`config.mk`:
```
export PLATFORM = sky130hd
export DESIGN_NAME = fetch_sequencer
export DESIGN_NICKNAME = d
export VERILOG_FILES = /design/src/rtl/fetch_pkg.sv /design/src/rtl/fetch_pc_next.sv /design/src/rtl/fetch_sequencer.sv
export SDC_FILE = /design/constraint.sdc
export NUM_CORES = 1
export LEC_CHECK = 0
export BUFFER_PORTS_ARGS = -buffer_cell sky130_fd_sc_hd__buf_2
export CORE_MARGIN = 5
export CORE_UTILIZATION = 50
export DETAILED_ROUTE_END_ITERATION = 7
export PLACE_DENSITY = 0.8
export SYNTH_ARGS = -nofsm -noshare
export SYNTH_HDL_FRONTEND = slang
export SYNTH_SLANG_ARGS = --single-unit
```
`constraint.sdc`:
```
create_clock -name clk -period 2.9 [get_ports clk]
set_input_delay 0.435 -clock clk [delete_from_list [all_inputs] [get_ports clk]]
set_output_delay 0.435 -clock clk [all_outputs]
set_load 0.005 [all_outputs]
```
`src/rtl/fetch_pkg.sv`:
```
// Shared types and defaults for the instruction-fetch sequencer.
// Optional feature macro used by the top: FETCH_BOUNDS_CHECK_EN.
package fetch_pkg;

  localparam int          INSTR_W              = 32;
  localparam logic [31:0] DEFAULT_RESET_VECTOR = 32'd40;
  localparam int          DEFAULT_MEM_WORDS    = 250;

  typedef enum logic [1:0] {
    FS_BOOT = 2'd0,
    FS_RUN  = 2'd1,
    FS_HALT = 2'd2
  } fetch_state_e;

  typedef enum logic [1:0] {
    PC_HOLD     = 2'd0,
    PC_INC      = 2'd1,
    PC_REDIRECT = 2'd2
  } pc_sel_e;

  // Redirect targets are word-aligned by dropping the low bits; no trap.
  function automatic logic [31:0] align_word(input logic [31:0] addr);
    return addr & 32'hFFFF_FFFC;
  endfunction

endpackage

```
`src/rtl/fetch_pc_next.sv`:
```
// Combinational next-PC select: hold, sequential PC+4 (modulo 2^32), or
// word-aligned redirect target.
module fetch_pc_next
  import fetch_pkg::*;
(
  input  logic    [31:0] pc,
  input  pc_sel_e        sel,
  input  logic    [31:0] redirect_target,
  output logic    [31:0] pc_next,
  output logic    [31:0] pc_plus4
);

  assign pc_plus4 = pc + 32'd4;

  always_comb begin
    pc_next = pc;
    unique case (sel)
      PC_INC:      pc_next = pc_plus4;
      PC_REDIRECT: pc_next = align_word(redirect_target);
      default:     pc_next = pc;
    endcase
  end

endmodule

```
`src/rtl/fetch_sequencer.sv`:
```
// Instruction-fetch controller: owns the PC, captures the IF/ID register and
// handles stall, redirect/flush and halt. Optional macro: FETCH_BOUNDS_CHECK_EN.
module fetch_sequencer
  import fetch_pkg::*;
#(
  parameter logic [31:0] RESET_VECTOR = DEFAULT_RESET_VECTOR,
  parameter int          MEM_WORDS    = DEFAULT_MEM_WORDS
) (
  input  logic               clk,
  input  logic               reset,
  output logic [31:0]        instr_addr,
  input  logic [INSTR_W-1:0] instr_data,
  input  logic               stall,
  input  logic               redirect_valid,
  input  logic [31:0]        redirect_target,
  input  logic               halt_req,
  output logic [INSTR_W-1:0] if_id_instr,
  output logic [31:0]        if_id_pc4,
  output logic               if_id_valid,
  output logic               halted,
  output logic               fault
);

`ifdef FETCH_BOUNDS_CHECK_EN
  localparam bit BOUNDS_EN = 1'b1;
`else
  localparam bit BOUNDS_EN = 1'b0;
`endif

  localparam logic [29:0] MEM_WORDS_W = 30'(MEM_WORDS);

  fetch_state_e       state_q, state_d;
  logic [31:0]        pc_q, pc_d;
  logic [INSTR_W-1:0] if_id_instr_q, if_id_instr_d;
  logic [31:0]        if_id_pc4_q, if_id_pc4_d;
  logic               if_id_valid_q, if_id_valid_d;
  logic               halted_q, halted_d;
  logic               fault_q, fault_d;

  pc_sel_e            pc_sel;
  logic [31:0]        pc_plus4;
  logic               bounds_hit;

  fetch_pc_next u_pc_next (
    .pc              (pc_q),
    .sel             (pc_sel),
    .redirect_target (redirect_target),
    .pc_next         (pc_d),
    .pc_plus4        (pc_plus4)
  );

  // Folds to constant 0 when the bounds check is compiled out.
  assign bounds_hit = BOUNDS_EN && (pc_q[31:2] >= MEM_WORDS_W);

  always_comb begin
    // NOTE: every output of this block gets a default first, so no path
    // through the case tree can leave a variable unassigned and infer a latch.
    state_d       = state_q;
    pc_sel        = PC_HOLD;
    if_id_instr_d = if_id_instr_q;
    if_id_pc4_d   = if_id_pc4_q;
    if_id_valid_d = if_id_valid_q;
    halted_d      = halted_q;
    fault_d       = fault_q;

    unique case (state_q)
      FS_BOOT: begin
        state_d       = FS_RUN;
        if_id_valid_d = 1'b0;
      end

      FS_RUN: begin
        if (halt_req) begin
          state_d       = FS_HALT;
          halted_d      = 1'b1;
          if_id_valid_d = 1'b0;
        end else if (redirect_valid) begin
          // The word on instr_data this cycle is wrong-path; flush it.
          pc_sel        = PC_REDIRECT;
          if_id_instr_d = '0;
          if_id_valid_d = 1'b0;
        end else if (stall) begin
          pc_sel = PC_HOLD;
        end else if (bounds_hit) begin
          state_d       = FS_HALT;
          halted_d      = 1'b1;
          fault_d       = 1'b1;
          if_id_valid_d = 1'b0;
        end else begin
          pc_sel        = PC_INC;
          if_id_instr_d = instr_data;
          if_id_pc4_d   = pc_plus4;
          if_id_valid_d = 1'b1;
        end
      end

      FS_HALT: begin
        halted_d      = 1'b1;
        if_id_valid_d = 1'b0;
      end

      default: begin
        state_d       = FS_BOOT;
        if_id_valid_d = 1'b0;
      end
    endcase
  end

  // NOTE: sequential state uses non-blocking assignments so every flop samples
  // the pre-edge values, independent of statement order.
  always_ff @(posedge clk) begin
    if (reset) begin
      state_q       <= FS_BOOT;
      pc_q          <= RESET_VECTOR;
      if_id_instr_q <= '0;
      if_id_pc4_q   <= '0;
      if_id_valid_q <= 1'b0;
      halted_q      <= 1'b0;
      fault_q       <= 1'b0;
    end else begin
      state_q       <= state_d;
      pc_q          <= pc_d;
      if_id_instr_q <= if_id_instr_d;
      if_id_pc4_q   <= if_id_pc4_d;
      if_id_valid_q <= if_id_valid_d;
      halted_q      <= halted_d;
      fault_q       <= fault_d;
    end
  end

  assign instr_addr  = pc_q;
  assign if_id_instr = if_id_instr_q;
  assign if_id_pc4   = if_id_pc4_q;
  assign if_id_valid = if_id_valid_q;
  assign halted      = halted_q;
  assign fault       = BOUNDS_EN ? fault_q : 1'b0;

endmodule

```
==> run_results.csv, run 1 <==
group,metric,value,unit
logic_synthesis,synth_top_area_share,40.7,%
critical_path,cp_data_arrival_time,2780,ps
critical_path,r2r_slack,390,ps
critical_path,slowest_stage,"or3b_2",
timing,rsz0062_at_grt,"no",
power_and_ir_drop,p_leak,2.31,nW
status,status,"finished, final reports clean",
floorplan,rows,35,
logic_synthesis,synth_edf_count,0,
timing,finalSetupViolCount,0,
finish,multi_input_area,2500,um^2
detailed_routing,first_pass_iters,6,
floorplan,coreArea,9240,um^2
floorplan,dieArea,11500,um^2
timing,max_freq,399,MHz
global_routing,first_global_vias,4630,
critical_path,worst_setup_path_start_kind,"flip-flop",
detailed_routing,dr_wl_met2,6.60,mm
placement,portBuffers,160,
clocking,htree_num_levels,3,
clocking,cts_buffers,9,
finish,final_cell_mix,"buf_2, dfxtp_1, nor2_1",
detailed_routing,drt_wl_total,14.4,mm
global_routing,antenna_found_initial,0,
finish,final_common_cell,"buf_2",
clocking,path_clk_slew,100,ps
clocking,clkSinkCount,96,
global_routing,groute.usage.overall,24.4,%
power_and_ir_drop,clockPowerShare,33.3,%
clocking,clk-insertion-delay-late,350,ps
logic_synthesis,synth_area,4720,um^2
clocking,clock_path_buffers,2,
timing,relSlewSlack,45.1,%
detailed_routing,drtIter0Drc,391,
finish,area_growth,22.3,%
logic_synthesis,synthDistinctLibCells,56,
power_and_ir_drop,seqPwrFrac,54.3,%
logic_synthesis,syn-instance-count,576,
logic_synthesis,ys_top_cells_by_area,"dfxtp_1, a22oi_1, nor2_1, o21ai_0, clkbuf_1",
placement,hpwl,10.1,mm
finish,n_fill_cell,844,
clocking,cts_resized,0,
detailed_routing,wl_met1,6.01,mm
hold_path,min-delay-path-class,"in2reg",
detailed_routing,ant_nets,0,
logic_synthesis,ys_seq_area_share,40.7,%
detailed_routing,post_drt_via_cell_ratio,5.99,
timing,layout_min_cycle_time,2510,ps
detailed_routing,drc,0,
power_and_ir_drop,power_density,454,nW/um^2
clocking,cts_tree,"yes",
detailed_routing,wl_per_cell,17.1,um
critical_path,path_class,"reg2reg",
flow_run,max_cap_viol_count,0,
logic_synthesis,synth_warnings,0,
detailed_routing,met3_wirelength,1.46,mm
clocking,root_buffer,"clkbuf_8",
timing,post-route-period-util,86.5,%
clocking,ctsHoldBuffers,0,
detailed_routing,via_count,5036,
critical_path,cp.required,3170,ps
logic_synthesis,synthFlopType,"dfxtp_1",
timing,tightest_slew,823,ps
timing,hold_violations,0,
timing,setup-tns-final,0,ps
clocking,post_cts.repair.setup_buffers,0,
floorplan,die_w,107,um
critical_path,crit_fanout,11,
timing,slew_viol_final,0,
power_and_ir_drop,swShare,27.1,%
floorplan,start_util,51.0,%
finish,layout-drive-gt1-share,29.1,%
critical_path,crit_path_end_kind,"flip-flop",
floorplan,io_pins,168,
global_routing,grt_max_degree,90,
critical_path,cp_num_buf_inv,2,
floorplan,die_y,107,um
finish,nets,779,
critical_path,crit_chain,"or3b_2, nor3_4, inv_1, ha_1, nor2_1, buf_4, nand2_1, or4_1, o211ai_1",
finish,seqCellArea,1920,um^2
power_and_ir_drop,combPwrFrac,12.4,%
power_and_ir_drop,worst_ir_drop_vdd,468,uV
timing,whs,309,ps
critical_path,critPathMaxStageDelay,510,ps
logic_synthesis,syn_avg_cell_area,8.19,um^2
power_and_ir_drop,p_sw,0.000710,W
critical_path,critical-path-top-delay-family,"simple AND/OR/NAND/NOR gates",
logic_synthesis,yosys.area.top_type,"dfxtp_1",
timing,clock_skew,10.6,ps
logic_synthesis,async_flop_share,0,%
global_routing,gr-total-overflow,0,
finish,diodes,0,
detailed_routing,routed.top_layer,"met4",
power_and_ir_drop,p_int,0.00191,W
global_routing,grt_pass1_wl,23.1,mm
logic_synthesis,ys_ff_latch,96,
placement,gp_congestion,0.896,
-- cell usage after synthesis, drive strengths merged (3+ instances only) --
cell and n:
nor2 64, inv 12, buf 24, clkbuf 39, o21ai 33, o32ai 5
dfxtp 96, nand4 16, o31a 3, or4 15, nand2 37, a31oi 20
nand2b 3, o211ai 6, o31ai 14, and2 4, nor4 4, a21oi 18
a311oi 6, and3 8, o221ai 4, or3 5, or2 4, nor3 17
and4 6, o2111ai 4, a211oi 6, nand3 17, a32oi 7, xnor2 8
a22oi 40
-- power groups by stage --
| stage | registers [W] | logic, W | clock network (W) |
|---|---|---|---|
| after floorplan | 0.00144 | 0.000195 | 0 |
| after global placement | 0.00145 | 0.000311 | 0 |
| after detailed placement | 0.00145 | 0.000322 | 0 |
| after CTS | 0.00142 | 0.000323 | 0.000891 |
| after global routing | 0.00143 | 0.000360 | 0.000949 |
| final | 0.00142 | 0.000325 | 0.000874 |
-- cells by family (layout without fill, tap and decap cells) --
group / count (synthesis) / after routing / synth area share, %
AO/OA/AOI/OAI: 181 / 181 / 26.7
XOR/XNOR: 10 / 10 / 1.86
adder cells (fa/ha/maj): 2 / 2 / 0.530
buffers and inverters: 75 / 207 / 6.84
flip-flops: 96 / 96 / 40.7
multiplexers: 4 / 4 / 0.902
other: 1 / 5 / 0.0795
AND/OR/NAND/NOR: 207 / 207 / 22.3
-- area by class of cell --
type	count	area share, %
multi-input combinational	409	43.3
sequential	96	33.3
timing repair buffer	180	16.5
tap	129	2.80
clock buffer	9	2.15
clock inverter	6	1.21
inverter	12	0.781
-- routing by layer --
layer	vias up	global-route usage, %
met4	0	7.31
met5	-	0
met3	30	6.20
li1	2415	-
met2	262	38.4
met1	2329	33.0
-- final timing paths --
path / endpoint / depth (start not counted) / startpoint
setup / recovery: instr_addr[29]$_SDFFE_PP0P_ / 9 / state_q[0]$_SDFFE_PP0P_
hold / removal: state_q[0]$_SDFFE_PP0P_ / 2 / halt_req
setup reg to reg: instr_addr[29]$_SDFFE_PP0P_ / 9 / state_q[0]$_SDFFE_PP0P_
hold reg to reg: if_id_pc4[2]$_SDFFE_PP0P_ / 2 / if_id_pc4[2]$_SDFFE_PP0P_
-- stage by stage --
| step | cell area [um^2] | worst slack, ps | util (%) | total power [W] | std cells |
|---|---|---|---|---|---|
| finish | 5770 | 392 | 62.5 | 0.00262 | 841 |
| floorplan | 4730 | 207 | - | 0.00163 | 580 |
| CTS | 5770 | 416 | 62.5 | 0.00264 | 841 |
| global placement | 5580 | 342 | 60.4 | 0.00176 | 826 |
| detailed placement | 5580 | 286 | 60.4 | 0.00177 | 826 |
| global route | 5770 | 261 | 62.5 | 0.00274 | 841 |
-- registers in the layout (all words and copies together), names as in the netlist --
register and count:
halted 1, if_id_instr 32, if_id_pc4 30, if_id_valid 1, instr_addr 30, state_q 2
Power figures use the tool's default switching activity.
==> run 2: changes to the inputs <==
CORE_MARGIN = 2   (was 5)
==> run 2 against run 1 <==
  * First-iteration DRC count decreased by 4.3%
  * Clock power rose by 9.0%
  * Fmax decreased by 0.25%
  * Die area is 11% lower
  * Sequential cell count stayed put
  * Sequential power hardly changed
  * Routed wire length shrank 6.5%
  * Cell area grew 0.30%
  * Critical endpoint is now instr_addr[9]$_SDFFE_PP0P_
  * Largest cell class unchanged
==> run_results.csv, run 2 (synthesis gave the netlist of run 1 again) <==
group,metric,value,unit
detailed_routing,drt_wl_total,13.5,mm
finish,multi_input_area,2500,um^2
floorplan,die_w,101,um
global_routing,groute.usage.overall,25.8,%
global_routing,antenna_found_initial,0,
placement,gp_congestion,0.820,
critical_path,slowest_stage,"or3b_2",
global_routing,grt_max_degree,90,
timing,finalSetupViolCount,0,
critical_path,cp_num_buf_inv,2,
finish,postLayoutCoreUtil,62.9,%
finish,diodes,0,
timing,tightest_slew,822,ps
floorplan,dieArea,10200,um^2
detailed_routing,drtIter0Drc,374,
power_and_ir_drop,p_leak,2.34,nW
detailed_routing,dr_wl_met2,6.37,mm
timing,final.setup.worst_slack,386,ps
finish,nets,779,
clocking,path_clk_slew,110,ps
placement,pre_cts_slack,284,ps
clocking,cts_resized,0,
critical_path,crit_chain,"or3b_2, nor3_4, inv_1, ha_2, buf_4, or4_1, a21o_1, a21oi_1",
clocking,clk-insertion-delay-late,370,ps
clocking,cts_tree,"yes",
floorplan,die_y,101,um
timing,relSlewSlack,45.2,%
detailed_routing,wl_met1,5.70,mm
timing,layout_min_cycle_time,2510,ps
detailed_routing,via_count,5036,
timing,rsz0062_at_grt,"no",
clocking,clkSinkCount,96,
timing,post-route-period-util,86.7,%
power_and_ir_drop,worst_ir_drop_vdd,260,uV
critical_path,critPathMaxStageDelay,510,ps
critical_path,cp_data_arrival_time,2810,ps
clocking,root_buffer,"clkbuf_8",
floorplan,rows,35,
detailed_routing,post_drt_via_cell_ratio,6.11,
finish,n_fill_cell,814,
critical_path,worst_setup_path_start_kind,"flip-flop",
power_and_ir_drop,power_density,466,nW/um^2
flow_run,max_cap_viol_count,0,
critical_path,cp.required,3190,ps
finish,final_cell_count_no_fill,824,
hold_path,min-delay-path-class,"in2reg",
global_routing,grt_pass1_wl,21.5,mm
placement,hpwl,9.44,mm
timing,setup-tns-final,0,ps
detailed_routing,drc,0,
placement,portBuffers,160,
floorplan,start_util,51.3,%
timing,hold_violations,0,
detailed_routing,routed.top_layer,"met4",
floorplan,io_pins,168,
finish,layout-drive-gt1-share,29.3,%
finish,area_growth,22.7,%
clocking,clock_path_buffers,2,
detailed_routing,met3_wirelength,1.09,mm
finish,largest_register_ffs,32,
timing,clock_skew,14.0,ps
finish,seqCellArea,1920,um^2
placement,place_area,5570,um^2
detailed_routing,ant_nets,0,
status,status,"finished, final reports clean",
clocking,post_cts.repair.setup_buffers,0,
critical_path,crit_fanout,15,
finish,final_common_cell,"buf_2",
global_routing,first_global_vias,4648,
timing,max_freq,398,MHz
clocking,cts_buffers,9,
timing,slew_viol_final,0,
clocking,htree_num_levels,3,
placement,dp_cells,808,
clocking,ctsHoldBuffers,0,
critical_path,critical-path-top-delay-family,"simple AND/OR/NAND/NOR gates",
detailed_routing,wl_per_cell,16.3,um
critical_path,crit_path_end_kind,"flip-flop",
global_routing,gr-total-overflow,0,
finish,final_cell_mix,"buf_2, dfxtp_1, nor2_1",
detailed_routing,first_pass_iters,6,
critical_path,path_class,"reg2reg",
floorplan,coreArea,9200,um^2
finish,design_area,5790,um^2
run 2: cell count changes in the layout (fill, tap and decap cells not counted), sizes merged:
| cell | before | now |
|---|---|---|
| clkinvlp | 3 | 0 |
| clkinv | 1 | 3 |
| inv | 13 | 15 |
run 2: final timing paths:
check,from,endpoint,slack (ps),cells after the start
setup / recovery,state_q[0]$_SDFFE_PP0P_,instr_addr[9]$_SDFFE_PP0P_,390,8
hold / removal,halt_req,state_q[0]$_SDFFE_PP0P_,290,2
setup reg to reg,state_q[0]$_SDFFE_PP0P_,instr_addr[9]$_SDFFE_PP0P_,390,8
hold reg to reg,halted$_SDFFE_PP0P_,halted$_SDFFE_PP0P_,460,1
run 2: power by group:
part,internal (W),switching [W]
Combinational,0.000151,0.000170
Sequential,0.00137,0.0000583
Clock,0.000424,0.000529
run 2: routing by layer:
metal  vias up  GRT usage [%]
li1       2418              -
met1      2355           33.5
met2       229           42.4
met3        34           6.28
met4         0           8.11
met5         -              0
run 2: layout make-up:
type / instances / area share (%)
clock buffers: 9 / 2.14
clock inverters: 7 / 1.64
inverters: 12 / 0.778
multi-input cells: 409 / 43.2
flip-flops and latches: 96 / 33.2
well taps: 111 / 2.40
repair buffers: 180 / 16.6
run 2: worst reg2reg max path: stages (launching register included):
cell and delay, ps:
dfxtp_1 400, or3b_2 510, nor3_4 140, inv_1 80, ha_2 260, buf_4 210
or4_1 520, a21o_1 200, a21oi_1 130
run 2: stage by stage:
step | total power (W) | hold slack, ps
2_1_floorplan | 0.00163 | 445
3_3_place_gp | 0.00176 | 436
3_5_place_dp | 0.00177 | 441
4_1_cts | 0.00272 | 273
5_1_grt | 0.00282 | 283
6_report | 0.00270 | 289
==> run 3: changes to the inputs <==
CORE_UTILIZATION = 45   (was 50)
MAX_ROUTING_LAYER = met4   (was unset)
PLACE_DENSITY = 0.76   (was 0.8)
clock period = 2.2 ns   (was 2.9 ns; I/O delays follow)
==> run 3 against run 2 <==
  * Worst hold slack got worse by 91 ps
  * Critical endpoint is now instr_addr[23]$_SDFFE_PP0P_
  * Sequential cell count is the same
  * Cell area increased by 6.7%
  * Total power up 31%
  * Sequential share of layout area is 2.0 points lower
  * Die area grew 11%
  * Critical path depth up 1
==> run_results.csv, run 3 (synthesis gave the netlist of run 1 again) <==
group,metric,value,unit
status,status,"finished, final reports clean",
timing,rsz0062_at_grt,"no",
detailed_routing,routed.top_layer,"met4",
placement,hpwl,10.3,mm
critical_path,path_common_cell,"buf_4",
finish,area_growth,31.0,%
finish,layout-drive-gt1-share,34.1,%
power_and_ir_drop,worst_ir_drop_vdd,297,uV
floorplan,dieArea,11300,um^2
timing,tightest_slew,598,ps
placement,portBuffers,160,
critical_path,cp_num_cells,9,
global_routing,grt_pass1_wl,23.2,mm
clocking,clkSinkCount,96,
critical_path,r2r_slack,110,ps
timing,relSlewSlack,60.1,%
clocking,path_clk_slew,100,ps
detailed_routing,first_pass_iters,5,
clocking,clock_path_buffers,2,
global_routing,antenna_found_initial,0,
critical_path,crit_chain,"or3b_4, nor3_4, inv_2, ha_4, buf_4, nor2b_4, buf_4, a22oi_1, a31oi_1",
critical_path,cp_data_arrival_time,2400,ps
timing,max_freq,478,MHz
floorplan,coreArea,10200,um^2
timing,hold_violations,0,
critical_path,crit_end,"instr_addr[23]$_SDFFE_PP0P_",
floorplan,start_util,46.1,%
critical_path,crit_fanout,6,
detailed_routing,drc,0,
global_routing,gr-total-overflow,0,
critical_path,worstSetupStartpoint,"state_q[0]$_SDFFE_PP0P_",
detailed_routing,wl_met1,6.39,mm
critical_path,worst_setup_path_start_kind,"flip-flop",
finish,final_cell_mix,"buf_2, dfxtp_1, nor2_1",
detailed_routing,met3_wirelength,1.04,mm
detailed_routing,post_drt_via_cell_ratio,5.81,
critical_path,path_class,"reg2reg",
finish,final_common_cell,"buf_2",
hold_path,min-delay-path-class,"in2reg",
global_routing,groute.usage.overall,25.8,%
timing,clock_skew,6.36,ps
detailed_routing,wl_per_cell,16.2,um
timing,whs,197,ps
clocking,root_buffer,"clkbuf_8",
critical_path,r2r_end,"instr_addr[23]$_SDFFE_PP0P_",
detailed_routing,drtIter0Drc,400,
timing,layout_min_cycle_time,2090,ps
critical_path,critPathMaxStageDelay,390,ps
critical_path,slowest_stage,"or3b_4",
power_and_ir_drop,p_leak,2.56,nW
clocking,clk-insertion-delay-late,370,ps
power_and_ir_drop,power_density,572,nW/um^2
finish,diodes,0,
placement,gp_congestion,0.904,
detailed_routing,via_count,5168,
detailed_routing,dr_wl_met2,6.76,mm
clocking,cts_buffers,9,
floorplan,io_pins,168,
timing,slew_viol_final,0,
flow_run,max_cap_viol_count,0,
floorplan,die_w,106,um
timing,post-route-period-util,95.1,%
floorplan,rows,37,
critical_path,crit_path_end_kind,"flip-flop",
critical_path,critical-path-top-delay-family,"simple AND/OR/NAND/NOR gates",
critical_path,cp.required,2510,ps
finish,largest_register_ffs,32,
detailed_routing,ant_nets,0,
detailed_routing,drt_wl_total,14.4,mm
clocking,cts_tree,"yes",
timing,finalSetupViolCount,0,
global_routing,grt_max_degree,90,
finish,postLayoutCoreUtil,60.4,%
global_routing,first_global_vias,4812,
critical_path,cp_num_buf_inv,3,
clocking,htree_num_levels,3,
critical_path,r2r-start,"state_q[0]$_SDFFE_PP0P_",
finish,nets,820,
critical_path,reg2reg_depth,9,
floorplan,die_y,106,um
[run 3: what timing repair did]
action                                  in CTS  in global routing
endpoints found under the setup margin       0                 74
hold buffers                                 0                  0
gates resized for setup                      0                  5
endpoints found under the hold margin        0                  0
setup buffers                                0                  4
[run 3: how the worst min path moves through the flow]
| stage | startpoint | to | slack [ps] | cells past startpoint |
|---|---|---|---|---|
| finish | instr_data[21] | if_id_instr[21]$_SDFFE_PP0P_ | 200 | 3 |
| global route | redirect_target[18] | instr_addr[18]$_SDFFE_PP0P_ | 190 | 3 |
| CTS | redirect_target[18] | instr_addr[18]$_SDFFE_PP0P_ | 190 | 3 |
| detailed placement | halted$_SDFFE_PP0P_ | halted$_SDFFE_PP0P_ | 440 | 1 |
| global placement | state_q[0]$_SDFFE_PP0P_ | state_q[0]$_SDFFE_PP0P_ | 440 | 1 |
| floorplan | redirect_valid | if_id_valid$_SDFFE_PP0N_ | 410 | 1 |
[run 3: final cells by class]
cell class,count,area [um^2]
fill,925,4050
clock buffer,11,151
timing repair buffer,221,1310
sequential,96,1930
tap,136,170
clock inverter,5,45.0
multi-input combinational,409,2530
inverter,12,45.0
[run 3: layer usage]
layer  vias up  track usage (%)
met5         -                -
met4         0             9.21
met3        34             5.33
met2       200             40.9
met1      2433             32.6
li1       2501                -
[run 3: stage by stage]
| step | total power, W | worst slack (ps) | instance area [um^2] | TNS, ps | std cells |
|---|---|---|---|---|---|
| floorplan | 0.00216 | -33.7 | 4810 | -69.3 | 580 |
| global placement | 0.00237 | -28.7 | 5940 | -109 | 870 |
| detailed placement | 0.00239 | -69.4 | 5940 | -476 | 870 |
| CTS | 0.00355 | 24.7 | 6140 | 0 | 886 |
| global route | 0.00369 | 7.27 | 6180 | 0 | 890 |
| finish | 0.00354 | 107 | 6180 | 0 | 890 |
[run 3: tightest hold or removal path: cells and delay by family]
family	cells	cell delay, ps
AO/OA/AOI/OAI	1	60
buffers and inverters	1	70
AND/OR/NAND/NOR	1	70
[run 3: where the power goes]
group / leakage (nW) / switching, W / internal, W
logic: 1.68 / 0.000257 / 0.000242
registers: 0.779 / 0.0000580 / 0.00180
clock network: 0.0989 / 0.000685 / 0.000494
